$ cat src/rtl/uart_rx_packer.sv
// 8N1 UART receiver packing bytes little-endian into 32-bit words; word_valid one clk after the stop-bit sample or flush.
// Output register holds until word_ready; a hand-off while it is still occupied drops the new word and sets overrun.
module uart_rx_packer #(
   parameter int OVS = 16
) (
   input  logic        clk,
   input  logic        rst_n,
   input  logic        en,
   input  logic        smp_tick,
   input  logic        rxd,
   input  logic        flush,
   output logic [31:0] word_data,
   output logic [2:0]  word_bytes,
   output logic        word_valid,
   input  logic        word_ready,
   output logic        frame_err,
   output logic        overrun,
   input  logic        err_clr
);

   localparam int TW = $clog2(OVS);
   localparam logic [TW-1:0] TICK_ONE  = 1;
   localparam logic [TW-1:0] TICK_HALF = TW'(OVS / 2 - 1);
   localparam logic [TW-1:0] TICK_LAST = TW'(OVS - 1);

   localparam logic [1:0] S_IDLE  = 2'd0;
   localparam logic [1:0] S_START = 2'd1;
   localparam logic [1:0] S_DATA  = 2'd2;
   localparam logic [1:0] S_STOP  = 2'd3;

   logic          rxd_m;
   logic          rxd_s;
   logic [1:0]    state;
   logic [TW-1:0] tick_cnt;
   logic [2:0]    bit_cnt;
   logic [7:0]    shift_reg;
   logic [31:0]   pack_data;
   logic [1:0]    pack_cnt;

   logic          stop_smp;
   logic          byte_done;
   logic          stop_err;
   logic [31:0]   merged;
   logic [2:0]    merged_cnt;
   logic          handoff;
   logic          out_free;

   always_ff @(posedge clk or negedge rst_n) begin
      if (!rst_n) begin
         rxd_m <= 1'b1;
         rxd_s <= 1'b1;
      end else begin
         rxd_m <= rxd;
         rxd_s <= rxd_m;
      end
   end

   always_ff @(posedge clk or negedge rst_n) begin
      if (!rst_n) begin
         state     <= S_IDLE;
         tick_cnt  <= '0;
         bit_cnt   <= '0;
         shift_reg <= '0;
      end else if (!en) begin
         state    <= S_IDLE;
         tick_cnt <= '0;
         bit_cnt  <= '0;
      end else if (smp_tick) begin
         case (state)
            S_IDLE: begin
               tick_cnt <= '0;
               bit_cnt  <= '0;
               if (!rxd_s) state <= S_START;
            end
            S_START: begin
               // Decide at mid start bit: a glitch shorter than half a bit is a false start.
               if (tick_cnt == TICK_HALF) begin
                  tick_cnt <= '0;
                  bit_cnt  <= '0;
                  state    <= rxd_s ? S_IDLE : S_DATA;
               end else begin
                  tick_cnt <= tick_cnt + TICK_ONE;
               end
            end
            S_DATA: begin
               if (tick_cnt == TICK_LAST) begin
                  tick_cnt           <= '0;
                  shift_reg[bit_cnt] <= rxd_s;
                  bit_cnt            <= bit_cnt + 3'd1;
                  if (bit_cnt == 3'd7) state <= S_STOP;
               end else begin
                  tick_cnt <= tick_cnt + TICK_ONE;
               end
            end
            default: begin
               if (tick_cnt == TICK_LAST) begin
                  tick_cnt <= '0;
                  state    <= S_IDLE;
               end else begin
                  tick_cnt <= tick_cnt + TICK_ONE;
               end
            end
         endcase
      end
   end

   assign stop_smp  = en && smp_tick && (state == S_STOP) && (tick_cnt == TICK_LAST);
   assign byte_done = stop_smp && rxd_s;
   assign stop_err  = stop_smp && !rxd_s;
   assign out_free  = !word_valid || word_ready;

   // Pack the completing byte before evaluating flush so a coincident flush includes it.
   always_comb begin
      merged = pack_data;
      if (byte_done) begin
         case (pack_cnt)
            2'd0:    merged[7:0]   = shift_reg;
            2'd1:    merged[15:8]  = shift_reg;
            2'd2:    merged[23:16] = shift_reg;
            default: merged[31:24] = shift_reg;
         endcase
      end
      merged_cnt = {1'b0, pack_cnt} + {2'b00, byte_done};
      handoff    = en && ((merged_cnt == 3'd4) || (flush && (merged_cnt != 3'd0)));
   end

   always_ff @(posedge clk or negedge rst_n) begin
      if (!rst_n) begin
         pack_data <= '0;
         pack_cnt  <= '0;
      end else if (!en || handoff) begin
         pack_data <= '0;
         pack_cnt  <= '0;
      end else if (byte_done) begin
         pack_data <= merged;
         pack_cnt  <= merged_cnt[1:0];
      end
   end

   always_ff @(posedge clk or negedge rst_n) begin
      if (!rst_n) begin
         word_data  <= '0;
         word_bytes <= '0;
         word_valid <= 1'b0;
      end else if (handoff && out_free) begin
         word_data  <= merged;
         word_bytes <= merged_cnt;
         word_valid <= 1'b1;
      end else if (word_valid && word_ready) begin
         word_valid <= 1'b0;
      end
   end

   always_ff @(posedge clk or negedge rst_n) begin
      if (!rst_n) begin
         frame_err <= 1'b0;
         overrun   <= 1'b0;
      end else begin
         if (stop_err)     frame_err <= 1'b1;
         else if (err_clr) frame_err <= 1'b0;
         if (handoff && !out_free) overrun <= 1'b1;
         else if (err_clr)         overrun <= 1'b0;
      end
   end

endmodule
$ cat config.mk
export PLATFORM = sky130hd
export DESIGN_NAME = uart_rx_packer
export DESIGN_NICKNAME = d
export VERILOG_FILES = /design/src/rtl/uart_rx_packer.sv
export SDC_FILE = /design/constraint.sdc
export NUM_CORES = 1
export LEC_CHECK = 0
export BUFFER_PORTS_ARGS = -buffer_cell sky130_fd_sc_hd__buf_2
export CAP_MARGIN = 20
export CORE_MARGIN = 2
export CORE_UTILIZATION = 48
export DETAILED_ROUTE_END_ITERATION = 16
export GPL_TIMING_DRIVEN = 1
export HOLD_SLACK_MARGIN = 0.03
export PLACE_DENSITY = 0.8
export SLEW_MARGIN = 10
export SYNTH_ARGS = -nofsm -noshare
export SYNTH_HDL_FRONTEND = slang
export SYNTH_SLANG_ARGS = --single-unit
$ cat constraint.sdc
create_clock -name clk -period 2.8 [get_ports clk]
set_input_delay 0.56 -clock clk [delete_from_list [all_inputs] [get_ports clk]]
set_output_delay 0.56 -clock clk [all_outputs]
set_load 0.1 [all_outputs]
# Word level (Yosys, flattened, before mapping)
# Cells that the tools add are included.
# totals
reg_bits	91
output_inout_bits	38
wordCells	99
# classes
addsub	3
order_cmp	2
eq_ne	16
mux	36
reduce_logical	29
# ops
operator	n
two-way mux 32 bit	3
two-way mux 8 bit	4
two-way mux 2 bit	10
two-way mux 4 bit	4
two-way mux 3 bit	4
inequality test 3 bit, second input constant	4
logical AND 1 bit	11
one-hot mux 3 bit (3 select lines)	1
bitwise mux 8 bit	1
inequality test 4 x 1 -> 1 bit, second input constant	2
one-hot mux 4 bit (2 select lines)	1
AND reduction 4 bit	2
nonzero test 2 bit	4
equality test 2 bit, second input constant	3
equality test 3 bit, second input constant	2
two-way mux 1 bit	6
one-hot mux 2 bit (3 select lines)	1
AND reduction 6 bit	1
adder 4 x 1 -> 4 bit, second input constant	1
equality test 2 x 1 -> 1 bit, second input constant	2
equality test 4 x 3 -> 1 bit, second input constant	1
equality test 4 bit, second input constant	1
zero test 1 bit	4
zero test 2 bit	2
other kinds (9)	11

# Logic depth before layout (Yosys ltp)
# depth
word_depth	11
mapped_depth	10
mapped_depth_nobuf	9

# Least setup slack after synthesis
# OpenSTA, ideal clock, no wires.
# synth_timing
kind	in2reg
from	in smp_tick
to	reg word_data[28]
arrival_time_ns	2.763
path_slack_ns	-0.095
path_stages	10
path_cell_list	buf_2 > nand4_1 > nor2_1 > ha_1 > ha_1 > nor3b_1 > o211a_1 > clkbuf_1 > buf_1 > a21oi_1
# synth_between
elab_chain_cells	10
# synth_rtl
element	line	text
from (decl)	9	input logic smp_tick,
logical AND 1 bit (*) (3 in a row)	107	assign stop_smp = en && smp_tick && (state == S_STOP) && (tick_cnt == TICK_LAST);
logical AND 1 bit (*)	108	assign byte_done = stop_smp && rxd_s;
adder 2 x 1 -> 3 bit (*)	123	merged_cnt = {1'b0, pack_cnt} + {2'b00, byte_done};
via merged_cnt[1]	44	logic [2:0] merged_cnt;
nonzero test 3 bit	124	handoff = en && ((merged_cnt == 3'd4) || (flush && (merged_cnt != 3'd0)));
logical AND 1 bit	124	
logical OR 1 bit (*)	124	
logical AND 1 bit (*)	124	
logical AND 1 bit (*)	145	end else if (handoff && out_free) begin
to (signal assigned)	146	word_data <= merged;
to (decl)	12	output logic [31:0] word_data,
# The timed path passes the listed nets; every way through them passes the cells marked *.
# A chain may end at the register's enable or synchronous reset.

# Worst setup path in the final report
# layout_timing
from	reg tick_cnt[0]
to	reg pack_data[13]
# layout_between
elab_chain_cells	10
# layout_rtl
element	line	text
from (decl)	34	logic [TW-1:0] tick_cnt;
from (signal assigned)	82	tick_cnt <= tick_cnt + TICK_ONE;
from (signal assigned)	92	tick_cnt <= tick_cnt + TICK_ONE;
from (signal assigned)	100	tick_cnt <= tick_cnt + TICK_ONE;
equality test 4 bit (*)	107	
logical AND 1 bit (*)	107	
logical AND 1 bit (*)	108	
adder 2 x 1 -> 3 bit (*)	123	
via merged_cnt[1]	44	
nonzero test 3 bit	124	
logical AND 1 bit	124	
logical OR 1 bit (*)	124	
logical AND 1 bit (*)	124	
logical OR 1 bit (*)	131	end else if (!en || handoff) begin
two-way mux 32 bit or nonzero test 2 bit (tied branches)	--	
to (signal assigned)	135	pack_data <= merged;
to (decl)	37	logic [31:0] pack_data;
# The timed path passes the listed nets; every way through them passes the cells marked *. The select of a mux whose other input is x is not followed.

==> run summary <==
Die X: 92.6 µm
Nets: 395
Remaining Overflow, GRT: 0
RePlAce Congestion: 0.827
placed cells: 472
CP Launch Type: flip-flop
Slew headroom: 56.4%
ant diodes: 0
Synth Warn #: 0
Power per Cell Area: 650 nW/µm²
maximum number of pins on one net before global-route repair: 59
initial antenna violation count: 0
drc violations: 0
Via Count: 2610
Required @ worst endpoint: 3080 ps
first-pass GRT wire length: 12600 µm
Post-CTS Hold Fix Bufs: 0
Net Count, Synth: 345
Final Hold Viols: 0
# IOs: 46
WL final: 7710 µm
library cells used by synthesis: 34
Initial Utilization: 49.3%
CP arrival: 2880 ps
# Post-CTS Setup Buffers: 0
RSZ-0062 raised after global routing: false
min cycle time layout: 2600 ps
Mapped Cells: 332
part of the cycle the worst path needs: 92.8%
share of the synthesized area in the top cell type: 59.1%
Synth area leader: dfrtp_1
Slew @ Worst Pin: 649 ps
ys flop type: dfrtp_1
GRT Util Overall: 19.1%
final std cells w/o fill: 489
Final ANT Viol Nets: 0
largest cells by area after synthesis: dfrtp_1 (59%), mux2i_1 (8.5%), nor2_1 (7.1%), a21oi_1 (5.2%), mux2_2 (3.3%)
core area: 7650 µm²
setup violators final: 0
worst setup path start: tick_cnt[0]$_DFFE_PN0N_
Max Cap Viol: 0
vias in the first global route: 2586
register area share after synthesis: 60.5%
leakage: 2.20 nW
asr flop ratio synth: 100%
DP HPWL: 5050 µm
Clock transition at path regs: 100 ps
Max Clk Rate: 0.385 GHz
routed len/inst: 15.8 µm
crit path kind: reg -> reg
Mapped Area: 3770 µm²
fin. max-slew vios: 0
R2R depth: 9
DIE AREA: 8570 µm²
worst vdd ir: 0.383 mV
crit end category: flip-flop
Fin Setup TNS: 0 ps
Longest Clk Path Bufs: 2
number of DRC markers in iteration 0: 133
PortBufs: 45
clk_lat worst skew: 360 ps
Post-synth EDFFs: 0
vias per cell: 5.34
layout cells sized above 1: 25.1%
die height: 92.6 µm
CTS Buf Count: 9
CTS H-tree depth: 3
status: finished clean
Layout Skew: 14.4 ps
Crit Path Max Fanout: 34
number of synthesized register bits: 91
DR pass1 iterations: 4
post-CTS sizing: 0
TritonCTS clock tree: built
Reg2Reg Launch Point: tick_cnt[0]$_DFFE_PN0N_
# clock sinks: 91
FP Rows: 32
Area Overhead vs Synth: 18.4%
clock root buffer: clkbuf_8
Mean Syn Cell Area: 11.3 µm²
hold crit path type: in -> async
[power by group]
part           total (mW)  internal (mW)  switching (mW)
logic               0.425         0.0598           0.365
registers            1.38           1.35          0.0231
clock network        1.10          0.627           0.472
[logic make-up (layout without fill, tap and decap cells)]
kind of cell | after synthesis | count (layout) | share of synthesized area, %
AO/OA/AOI/OAI | 58 | 58 | 8.87
adder cells (fa/ha/maj) | 5 | 5 | 1.66
buffers and inverters | 24 | 79 | 2.56
flip-flops | 91 | 91 | 60.5
XOR/XNOR | 1 | 1 | 0.233
AND/OR/NAND/NOR | 110 | 110 | 14.4
multiplexers | 43 | 43 | 11.8
[through the flow]
step / power (mW) / util [%] / setup WS, ps / hold slack (ps) / cell area, µm²
final: 2.90 / 58.3 / 201 / 198 / 4460
after global routing: 3.01 / 58.3 / 18.2 / 240 / 4460
after CTS: 2.93 / 57.9 / 144 / 209 / 4420
after detailed placement: 1.83 / 54.5 / 88.1 / 348 / 4170
after global placement: 1.83 / 54.5 / 231 / 347 / 4170
after floorplan: 1.73 / - / 43.8 / 264 / 3770
[worst max-delay path, stage by stage, from the launching register on]
cell     delay, ps
dfrtp_1        400
ha_1           280
nand4_1        130
nor2_1         200
ha_1           190
ha_1           270
o21a_1         240
or3b_2         480
buf_12         190
nor2_1         130
[worst paths after layout]
kind                            slack, ps                   endpoint
worst max-delay path                  200  pack_data[13]$_DFFE_PN0P_
worst max register to register        200  pack_data[13]$_DFFE_PN0P_
min in group clk                      300            rxd_m$_DFF_PN1_
worst min-delay path                  200  word_data[31]$_DFFE_PN0P_
max in group asynchronous            1880            rxd_s$_DFF_PN1_
worst min register to register        360            rxd_s$_DFF_PN1_
[layer usage]
layer,routed length [µm],part of all wire [%],vias up,global-route usage [%]
met1,3540,46,1305,26.4
met5,0,0,-,0
li1,-,-,1244,-
met3,303,3.9,7,5.04
met2,3770,49,54,29.1
met4,99,1.3,0,7.09
[cells in the final DEF, fill, tap and decap left out, types with 2 or more instances in the layout]
| cell | netlist | layout |
|---|---|---|
| a21oi_1 | 39 | 39 |
| a31o_2 | 2 | 2 |
| a32o_1 | 2 | 2 |
| and4_1 | 3 | 3 |
| buf_12 | 0 | 3 |
| buf_2 | 5 | 44 |
| buf_4 | 0 | 9 |
| bufinv_16 | 0 | 3 |
| clkbuf_8 | 0 | 10 |
| dfrtp_1 | 89 | 89 |
| dfstp_2 | 2 | 2 |
| ha_1 | 5 | 5 |
| inv_1 | 6 | 6 |
| mux2_2 | 11 | 11 |
| mux2i_1 | 32 | 32 |
| nand2_1 | 10 | 10 |
| nand2b_1 | 2 | 2 |
| nand3_1 | 6 | 6 |
| nand4_1 | 4 | 4 |
| nor2_1 | 71 | 71 |
| nor2b_1 | 5 | 5 |
| nor3_1 | 2 | 2 |
| nor4_4 | 2 | 2 |
| o21ai_0 | 8 | 8 |
[cells in the mapped netlist, drive strengths merged (3+ instances only)]
library cell and count:
a21oi 39, and4 3, buf 8, clkbuf 10, dfrtp 89, ha 5
inv 6, mux2 11, mux2i 32, nand2 10, nand3 6, nand4 5
nor2 71, nor2b 5, nor4 3, o21ai 8
[cell type report]
| cell class | instances | area (µm²) |
|---|---|---|
| clock inverter | 6 | 118 |
| timing repair buffer | 57 | 373 |
| tap | 102 | 128 |
| multi-input combinational | 217 | 1400 |
| clock buffer | 10 | 138 |
| fill | 632 | 3190 |
| sequential | 91 | 2280 |
| inverter | 6 | 22.5 |
(Power assumes the default switching activity.)
